[src/rtl/draw_pkg.sv]
// Shared types and PS/2 scan-code constants for the drawing-grid controller.
package draw_pkg;

  localparam int GRID_W_DEF = 28;
  localparam int GRID_H_DEF = 28;

  typedef enum logic [2:0] {ST_IDLE, ST_EXT, ST_BRK, ST_PAINT, ST_CLEAR} state_t;
  typedef enum logic [1:0] {DIR_LEFT, DIR_RIGHT, DIR_UP, DIR_DOWN} dir_t;

  localparam logic [7:0] SC_EXT   = 8'hE0;
  localparam logic [7:0] SC_BRK   = 8'hF0;
  localparam logic [7:0] SC_LEFT  = 8'h6B;
  localparam logic [7:0] SC_RIGHT = 8'h74;
  localparam logic [7:0] SC_UP    = 8'h75;
  localparam logic [7:0] SC_DOWN  = 8'h72;
  localparam logic [7:0] SC_SPACE = 8'h29;

  function automatic logic is_arrow(input logic [7:0] code);
    return (code == SC_LEFT) || (code == SC_RIGHT) || (code == SC_UP) || (code == SC_DOWN);
  endfunction

  function automatic dir_t arrow_dir(input logic [7:0] code);
    case (code)
      SC_RIGHT: return DIR_RIGHT;
      SC_UP:    return DIR_UP;
      SC_DOWN:  return DIR_DOWN;
      default:  return DIR_LEFT;
    endcase
  endfunction

endpackage

[src/rtl/ps2_code_filter.sv]
// Decodes one accepted scan byte against the current prefix state (IDLE/EXT/BRK)
// into a one-cycle move/paint command and the prefix state that follows it.
module ps2_code_filter
  import draw_pkg::*;
(
  input  state_t      state,
  input  logic [7:0]  scan_byte,
  input  logic        accept,
  output logic        cmd_valid,
  output logic        cmd_move,
  output dir_t        cmd_dir,
  output state_t      next_prefix
);

  // NOTE: every output gets a default first so this block never infers a latch.
  always_comb begin
    cmd_valid   = 1'b0;
    cmd_move    = 1'b0;
    cmd_dir     = DIR_LEFT;
    next_prefix = ST_IDLE;
    if (accept) begin
      case (state)
        ST_IDLE: begin
          if (scan_byte == SC_EXT) begin
            next_prefix = ST_EXT;
          end else if (scan_byte == SC_BRK) begin
            next_prefix = ST_BRK;
          end else if (is_arrow(scan_byte)) begin
            cmd_valid = 1'b1;
            cmd_move  = 1'b1;
            cmd_dir   = arrow_dir(scan_byte);
          end else if (scan_byte == SC_SPACE) begin
            cmd_valid = 1'b1;
          end
        end
        ST_EXT: begin
          if (scan_byte == SC_BRK) begin
            next_prefix = ST_BRK;
          end else if (is_arrow(scan_byte)) begin
            cmd_valid = 1'b1;
            cmd_move  = 1'b1;
            cmd_dir   = arrow_dir(scan_byte);
          end
        end
        // A byte after F0 is the key release: swallowed, back to IDLE.
        default: ;
      endcase
    end
  end

endmodule

[src/rtl/ps2_draw_controller.sv]
// Arrow-key cursor and paint/clear writer for the 28x28 NN input-image buffer.
// Define DRAW_BRUSH_2X2_EN to paint a clamped 2x2 block instead of one pixel.
module ps2_draw_controller
  import draw_pkg::*;
#(
  parameter int               GRID_W  = GRID_W_DEF,
  parameter int               GRID_H  = GRID_H_DEF,
  parameter int               ADDR_W  = 10,
  parameter int               PIX_W   = 8,
  parameter logic [PIX_W-1:0] INK     = 8'hFF,
  parameter int               START_X = 13,
  parameter int               START_Y = 13
) (
  input  logic              clk,
  input  logic              reset,
  input  logic [7:0]        scan_byte,
  input  logic              scan_valid,
  output logic              scan_ready,
  input  logic              draw_en,
  input  logic              erase,
  input  logic              clear_req,
  output logic              busy,
  output logic [4:0]        cursor_x,
  output logic [4:0]        cursor_y,
  output logic              wr_en,
  output logic [ADDR_W-1:0] wr_addr,
  output logic [PIX_W-1:0]  wr_data
);

  localparam logic [4:0]        X_MAX    = 5'(GRID_W - 1);
  localparam logic [4:0]        Y_MAX    = 5'(GRID_H - 1);
  localparam logic [ADDR_W-1:0] CLR_LAST = ADDR_W'(GRID_W * GRID_H - 1);

  // Row offset y*28 as a sum of shifts, so no multiplier is inferred.
  function automatic logic [ADDR_W-1:0] addr_of(input logic [4:0] x, input logic [4:0] y);
    logic [ADDR_W-1:0] yy;
    yy = ADDR_W'(y);
    return (yy << 4) + (yy << 3) + (yy << 2) + ADDR_W'(x);
  endfunction

  state_t     state;
  state_t     next_prefix;
  logic       accept;
  logic       cmd_valid;
  logic       cmd_move;
  dir_t       cmd_dir;
  logic [4:0] nx;
  logic [4:0] ny;

`ifdef DRAW_BRUSH_2X2_EN
  logic [1:0] phase;
  logic [4:0] x1;
  logic [4:0] y1;
  assign x1 = (cursor_x == X_MAX) ? cursor_x : cursor_x + 5'd1;
  assign y1 = (cursor_y == Y_MAX) ? cursor_y : cursor_y + 5'd1;
`endif

  // scan_ready is high exactly in IDLE/EXT/BRK, and clear_req wins over a byte.
  assign accept = scan_valid && scan_ready && !clear_req;

  ps2_code_filter u_filter (
    .state       (state),
    .scan_byte   (scan_byte),
    .accept      (accept),
    .cmd_valid   (cmd_valid),
    .cmd_move    (cmd_move),
    .cmd_dir     (cmd_dir),
    .next_prefix (next_prefix)
  );

  // Saturating next cursor; a space command leaves it in place.
  always_comb begin
    nx = cursor_x;
    ny = cursor_y;
    if (cmd_move) begin
      case (cmd_dir)
        DIR_LEFT:  if (cursor_x != 5'd0)  nx = cursor_x - 5'd1;
        DIR_RIGHT: if (cursor_x != X_MAX) nx = cursor_x + 5'd1;
        DIR_UP:    if (cursor_y != 5'd0)  ny = cursor_y - 5'd1;
        default:   if (cursor_y != Y_MAX) ny = cursor_y + 5'd1;
      endcase
    end
  end

  // NOTE: sequential state uses non-blocking assignments only, so every register
  // here sees the pre-edge values of the others.
  always_ff @(posedge clk) begin
    if (reset) begin
      state      <= ST_IDLE;
      cursor_x   <= 5'(START_X);
      cursor_y   <= 5'(START_Y);
      wr_en      <= 1'b0;
      wr_addr    <= '0;
      wr_data    <= '0;
      busy       <= 1'b0;
      scan_ready <= 1'b1;
`ifdef DRAW_BRUSH_2X2_EN
      phase      <= 2'd0;
`endif
    end else begin
      case (state)
        ST_IDLE, ST_EXT, ST_BRK: begin
          if (clear_req) begin
            state      <= ST_CLEAR;
            busy       <= 1'b1;
            scan_ready <= 1'b0;
            wr_en      <= 1'b1;
            wr_addr    <= '0;
            wr_data    <= '0;
          end else if (accept) begin
            if (cmd_valid) begin
              cursor_x <= nx;
              cursor_y <= ny;
              wr_addr  <= addr_of(nx, ny);
              if (draw_en) begin
                state      <= ST_PAINT;
                scan_ready <= 1'b0;
                wr_en      <= 1'b1;
                wr_data    <= erase ? '0 : INK;
`ifdef DRAW_BRUSH_2X2_EN
                phase      <= 2'd0;
`endif
              end else begin
                state <= ST_IDLE;
              end
            end else begin
              state <= next_prefix;
            end
          end
        end
        ST_PAINT: begin
`ifdef DRAW_BRUSH_2X2_EN
          phase <= phase + 2'd1;
          case (phase)
            2'd0:    wr_addr <= addr_of(x1, cursor_y);
            2'd1:    wr_addr <= addr_of(cursor_x, y1);
            2'd2:    wr_addr <= addr_of(x1, y1);
            default: begin
              wr_en      <= 1'b0;
              wr_addr    <= addr_of(cursor_x, cursor_y);
              scan_ready <= 1'b1;
              state      <= ST_IDLE;
            end
          endcase
`else
          wr_en      <= 1'b0;
          scan_ready <= 1'b1;
          state      <= ST_IDLE;
`endif
        end
        ST_CLEAR: begin
          if (wr_addr == CLR_LAST) begin
            wr_en      <= 1'b0;
            busy       <= 1'b0;
            scan_ready <= 1'b1;
            wr_addr    <= addr_of(cursor_x, cursor_y);
            state      <= ST_IDLE;
          end else begin
            wr_addr <= wr_addr + 1'b1;
          end
        end
        default: begin
          wr_en      <= 1'b0;
          busy       <= 1'b0;
          scan_ready <= 1'b1;
          state      <= ST_IDLE;
        end
      endcase
    end
  end

endmodule

[config.mk]
export PLATFORM = sky130hd
export DESIGN_NAME = ps2_draw_controller
export DESIGN_NICKNAME = d
export VERILOG_FILES = /design/src/rtl/draw_pkg.sv /design/src/rtl/ps2_code_filter.sv /design/src/rtl/ps2_draw_controller.sv
export SDC_FILE = /design/constraint.sdc
export NUM_CORES = 1
export LEC_CHECK = 0
export BUFFER_PORTS_ARGS = -buffer_cell sky130_fd_sc_hd__buf_2
export CORE_MARGIN = 2
export CORE_UTILIZATION = 47
export DETAILED_ROUTE_END_ITERATION = 10
export PLACE_DENSITY = 0.68
export SYNTH_ARGS = -nofsm -noshare
export SYNTH_HDL_FRONTEND = slang
export SYNTH_SLANG_ARGS = --single-unit
[constraint.sdc]
create_clock -name clk -period 10.96 [get_ports clk]
set_clock_uncertainty 0.05 [all_clocks]
set_input_delay 2.192 -clock clk [delete_from_list [all_inputs] [get_ports clk]]
set_output_delay 2.192 -clock clk [all_outputs]
set_load 0.02 [all_outputs]
# --- Word level (Yosys, flattened, before mapping) ---
# Index checks and enable logic that the tools add are counted.
# Widths: inputs -> output; s select.
totals:
  inputBits: 14
  ff_bits: 34
  output_inout_bits: 31
op_classes:
  n_eq_ne: 21
  addsub: 11
  n_mux: 58
  bitwise_logic: 2
  n_reduce_logical: 22
ops:
  columns: ["op", "count"]
  rows:
  - ["$mux 10", 4]
  - ["$mux 8", 5]
  - ["$eq 8x7->1 const B", 4]
  - ["$mux 5", 6]
  - ["$add 10x5->10", 2]
  - ["$add 10x7->10", 2]
  - ["$add 9x8->10", 2]
  - ["$mux 1", 20]
  - ["$pmux 10 s2", 1]
  - ["$pmux 5 s2", 2]
  - ["$eq 8x8->1 const B", 2]
  - ["$mux 3", 5]
  - ["$mux 2", 6]
  - ["$pmux 3 s2", 2]
  - ["$reduce_and 4->1", 3]
  - ["$add 10x1->10 const B", 1]
  - ["$add 5x1->5 const B", 2]
  - ["$eq 10x10->1 const B", 1]
  - ["$ne 5x5->1 const B", 2]
  - ["$reduce_bool 5->1", 2]
  - ["$sub 5x1->5 const B", 2]
  - ["$ne 3x3->1 const B", 3]
  - ["$eq 8x6->1 const B", 1]
  - ["$pmux 1 s2", 4]
  - ["other kinds (20)", 30]

# --- Longest topological paths before layout ---
depth:
  word_depth: 20
  ltp_mapped: 18

# --- Cells and area by module ---
# A second synthesis with hierarchy kept.
unflattened:
  cells_unflattened: 390
  hier_area_um2: 3168.0
by_module_without_submodules:
  columns: ["module", "cells_per_inst", "area_each_um2", "seq_area_each_um2", "instances"]
  rows:
  - ["ps2_draw_controller", 359, 2969.1, 540.5, 1]
  - ["ps2_code_filter", 31, 198.9, 0.0, 1]

# --- Worst setup path before layout ---
# Ideal clock, no wire load.
synth_path:
  path_type: "input port to flip-flop"
  start: "in scan_byte[1]"
  end: "reg wr_addr[8]"
  path_buffers: 1
  path_slack_ns: 4.497
  t_arrival_ns: 6.318
  setup_time_ns: 0.095
  path_stages: 16
  path_cell_list: "clkbuf_1 nor3b_1 o211ai_1 or3_2 o221a_2 o22ai_1 fa_1 fa_1 inv_1 ha_1 fa_1 a21o_1 a21oi_1 xnor2_1 a21oi_1 a221oi_1"
synth_via:
  elab_chain_cells: 20
  elab_cells_between_ends: 44
  classes_between: "add/sub (3); eq/ne (10); mux (25); reduce/logical (6)"
synth_lines:
  columns: ["element", "line_no", "text"]
  rows:
  - ["start: declaration", "ps2_draw_controller.sv:16", "input logic [7:0] scan_byte,"]
  - ["$eq 8x7->1 (on tied branches)", "draw_pkg.sv:19, draw_pkg.sv:23", null]
  - ["$logic_or 1x1->1 (3 in series)", "draw_pkg.sv:19", "return (code == SC_LEFT) || (code == SC_RIGHT) || (code == SC_UP) || (code == SC_DOWN);"]
  - ["$mux 2", "ps2_code_filter.sv:28", "end else if (is_arrow(scan_byte)) begin"]
  - ["$mux 2", "ps2_code_filter.sv:37", "if (scan_byte == SC_BRK) begin"]
  - ["$mux 2", "ps2_code_filter.sv:24", "if (scan_byte == SC_EXT) begin"]
  - ["$pmux 2 s2", "ps2_code_filter.sv:22", "case (state)"]
  - ["$mux 2", "ps2_code_filter.sv:21", "if (accept) begin"]
  - ["$eq 2x1->1 or $logic_not 2->1 (tied branches)", "ps2_draw_controller.sv:76", "case (cmd_dir)"]
  - ["(+2 left out)", null, null]
  - ["$mux 5", "ps2_draw_controller.sv:75", "if (cmd_move) begin"]
  - ["$add 9x8->10", "ps2_draw_controller.sv:38", "return (yy << 4) + (yy << 3) + (yy << 2) + ADDR_W'(x);"]
  - ["$add 10x7->10", "ps2_draw_controller.sv:38", null]
  - ["$add 10x5->10", "ps2_draw_controller.sv:38", null]
  - ["$mux 10", "ps2_draw_controller.sv:111", "if (cmd_valid) begin"]
  - ["$mux 10", "ps2_draw_controller.sv:110", "end else if (accept) begin"]
  - ["$mux 10", "ps2_draw_controller.sv:103", "if (clear_req) begin"]
  - ["$pmux 10 s2", "ps2_draw_controller.sv:101", "case (state)"]
  - ["end signal: assignment", "ps2_draw_controller.sv:114", "wr_addr <= addr_of(nx, ny);"]
  - ["end signal: assignment", "ps2_draw_controller.sv:156", "wr_addr <= addr_of(cursor_x, cursor_y);"]
  - ["end signal: assignment", "ps2_draw_controller.sv:159", "wr_addr <= wr_addr + 1'b1;"]
  - ["end: declaration", "ps2_draw_controller.sv:26", "output logic [ADDR_W-1:0] wr_addr,"]
# Several ways; a longest one is shown, not always the timed one. The select of a mux whose other input is x is not followed.
# A chain may end at the register's enable or synchronous reset.

# --- Worst setup path in the final report ---
layout_path:
  start: "in scan_byte[0]"
  end: "reg wr_addr[8]"
# The elaborated chain is that of the path after synthesis.

==> results.md <==
- Status: complete, no violations
- Fill cells: 602
- Initial antenna violation count: 0
- ANT nets after route: 0
- Leading area contributor after synthesis: dfxtp_1
- Number of global-route vias before repair: 2293
- F_max: 155 MHz
- Synth Flop Type: dfxtp_1
- Resize count post-CTS: 0
- R2r worst-path depth: 14
- CTS Hold Bufs: 0
- All-Layer GR Usage: 20.3%
- CP Capture Type: flip-flop
- Area share of fa/ha/maj cells after synthesis: 24.7%
- Final Hold Fails: 0
- Grt total ovfl: 0
- H-Tree Level Count: 1
- Routability cong.: 0.854
- DR WL/cell: 14.7 um
- Skew-Pair Late Insertion Delay: 0.27 ns
- Rows: 28
- Fin Setup TNS: 0 ns
- Minimum clock period: 6.46 ns
- List of most frequent post-synthesis cells: ha_1 (35), inv_1 (34), nand2_1 (29)
- Synthesized flop and latch total: 27
- Setup CP Type: in2reg
- PortBufs: 44
- Clock sink total: 27
- Root Driver: clkbuf_8
- Max Root-Sink Buffers: 2
- DR vias: 2582
- RSZ-0062 raised after global routing: no
- Synth area leaders: dfxtp_1 (19%), ha_1 (15%), fa_1 (9.6%)
- Starting density of the core: 48.8%
- Number of synthesized flops with an enable pin: 0
- Leak: 1.41 nW
- Dpl hpwl: 5.27 mm
- Hold Path Class: reg2reg
- R2R Path Start: state[2]
- Core box area: 5960 um^2
- CTS tree: built
- Final WS setup: 4.50 ns
- Clock transition at path regs: 0.11 ns
- Pre-CTS setup slack: 4.21 ns
- DR vias/cell: 5.64
- Post-CTS Repair Setup Buffers: 0
- Pwr dens: 72.2 nW/um^2
- Mapped cell area: 2910 um^2
- Slew Viols, Final: 0
- Most used cell along the critical path: fa_1
- CP startpoint: scan_byte[0]
- Initial DRC count: 101
- Post-layout power: 0.230 mW
- Drt first pass iters: 4
- Final worst path period share: 58.9%
- Crit-path slowest cell: fa_1
- Diodes inserted: 0
- CP delay by family, top: adder cells
- CTS Buf Count: 3
- Post-synth top area share: 18.6%
- Largest family of logic cells by synthesized area: adder cells
- Critical path arrival: 6.60 ns
- Die Footprint: 6830 um^2
- Final setup violation count: 0
- Ports: 45
- Worst Setup EP: wr_addr[8]
- First-pass GRT wire length: 10.9 mm
- Synth Area in Simple Gates: 19.6%
- Sequential-to-total area share from yosys stat: 18.6%
- Synth Area in Compound Gates: 21.9%
- CP max FO: 8
- Syn avg cell area: 8.24 um^2
- Routed WL: 6.72 mm
- Drt drc: 0
- Reg2reg setup slack: 6.07 ns
- FFs w/ async S/R, synth: 0%
- Library cells used by synthesis: 63
- Synth Net Count: 416
- Mux contribution to synthesized area: 1.72%
- CP Cell Sequence: buf_2 -> or3b_2 -> nor3_2 -> and2_1 -> a221oi_1 -> o22ai_1 -> fa_1 -> fa_1 -> inv_1 -> ha_1 -> fa_1 -> a21o_1 -> a21oi_1 -> xnor2_1 -> a21oi_1 -> a221oi_1
- Ys Warns: 0
- DIE WIDTH: 82.7 um
- Most common cell in the netlist: ha_1
- P&R area growth vs syn: 9.42%
- Crit-path max cell delay: 0.52 ns
- CP Depth: 16
- Peak VDD IR: 0.0594 mV
- Slew headroom: 55.7%
- Max-cap violations: 0
- End of the worst register-to-register path: wr_addr[8]
- Die Span Y: 82.7 um
- Final #Nets: 447
- Share of layout cells above drive strength 1: 15.4%
- Largest net degree at the start of global routing: 18
- Worst Path Buf+Inv: 2
- Worst Max-Slew Pin Slew: 0.655 ns
- Mapped Cells: 353
- WP data required: 11.10 ns
- Startpoint Class: input pin
- XOR/XNOR share of the synthesized area: 5.42%
==> worst reg2reg max path: stages (launching register included) <==
cell and delay [ns]:
dfxtp_1 0.40, or4_4 0.60, or3_2 0.55, o221a_2 0.25, o22ai_1 0.43, fa_1 0.52
fa_1 0.51, inv_1 0.04, ha_1 0.23, fa_1 0.41, a21o_1 0.17, a21oi_1 0.16
xnor2_1 0.13, a21oi_1 0.08, a221oi_1 0.28
==> how the worst min path moves through the flow <==
stage          endpoint  slack [ns]      from  cells past startpoint
3_5_place_dp       busy        0.40      busy                      2
3_3_place_gp       busy        0.39      busy                      2
5_1_grt            busy        0.46      busy                      2
6_report           busy        0.41      busy                      2
4_1_cts            busy        0.41      busy                      2
2_1_floorplan  state[0]        0.44  state[0]                      2
==> per-layer routing <==
layer	vias to the layer above	share of wire [%]	GRT usage (%)
li1	1327	-	-
met1	1201	52	31.6
met2	52	43	31.0
met3	2	4.1	0.978
met4	0	0.61	3.93
met5	-	0	0
==> kinds of logic (layout without fill, tap and decap cells) <==
kind of cell / count (synthesis) / after routing
multiplexers: 5 / 5
AND/OR/NAND/NOR: 107 / 107
AO/OA/AOI/OAI: 92 / 92
adder cells (fa/ha/maj): 49 / 49
buffers and inverters: 55 / 85
flip-flops: 27 / 27
XOR/XNOR: 18 / 18
==> cell type report <==
cell class	instances	area, um^2	share of cell area (%)
Multi-Input combinational cell	271	2130	67.0
Sequential cell	27	541	17.0
Timing Repair Buffer	46	235	7.39
Inverter	35	131	4.13
Tap cell	75	93.8	2.95
Clock buffer	3	41.3	1.30
Clock inverter	1	7.51	0.236
==> state kept, by name, indices dropped and copies added, names as in the netlist <==
register / flops
wr_addr: 10
cursor_y: 5
busy: 1
cursor_x: 5
scan_ready: 1
state: 3
wr_data: 1
wr_en: 1
==> where the power goes <==
group          switching, mW  leakage (nW)  internal (mW)
clock network         0.0354        0.0217         0.0259
logic                 0.0339          1.16         0.0219
registers            0.00825         0.221          0.104
total                 0.0775          1.41          0.152
==> placed cells by master, fill, tap and decap left out, types with 6 or more instances in the layout <==
cell | netlist | routed
a31oi_1 | 6 | 6
a211oi_1 | 6 | 6
a21oi_1 | 21 | 21
fa_1 | 14 | 14
nor3_1 | 6 | 6
o211ai_1 | 7 | 7
dfxtp_1 | 27 | 27
xnor2_1 | 15 | 15
nand3_1 | 11 | 11
inv_1 | 34 | 34
nand2_1 | 29 | 29
nor2_1 | 20 | 20
buf_2 | 2 | 44
a221oi_1 | 7 | 7
nand4_1 | 6 | 6
ha_1 | 35 | 35
o21ai_0 | 15 | 15
==> metrics by stage <==
step / cells / instance area (um^2) / util, % / hold slack [ns]
after detailed placement: 454 / 3130 / 52.6 / 0.396
after global routing: 458 / 3180 / 53.4 / 0.458
final: 458 / 3180 / 53.4 / 0.410
after floorplan: 353 / 2910 / - / 0.443
after global placement: 454 / 3130 / 52.6 / 0.392
after CTS: 458 / 3180 / 53.4 / 0.411
Note: power is estimated with default switching activity, not from simulation.
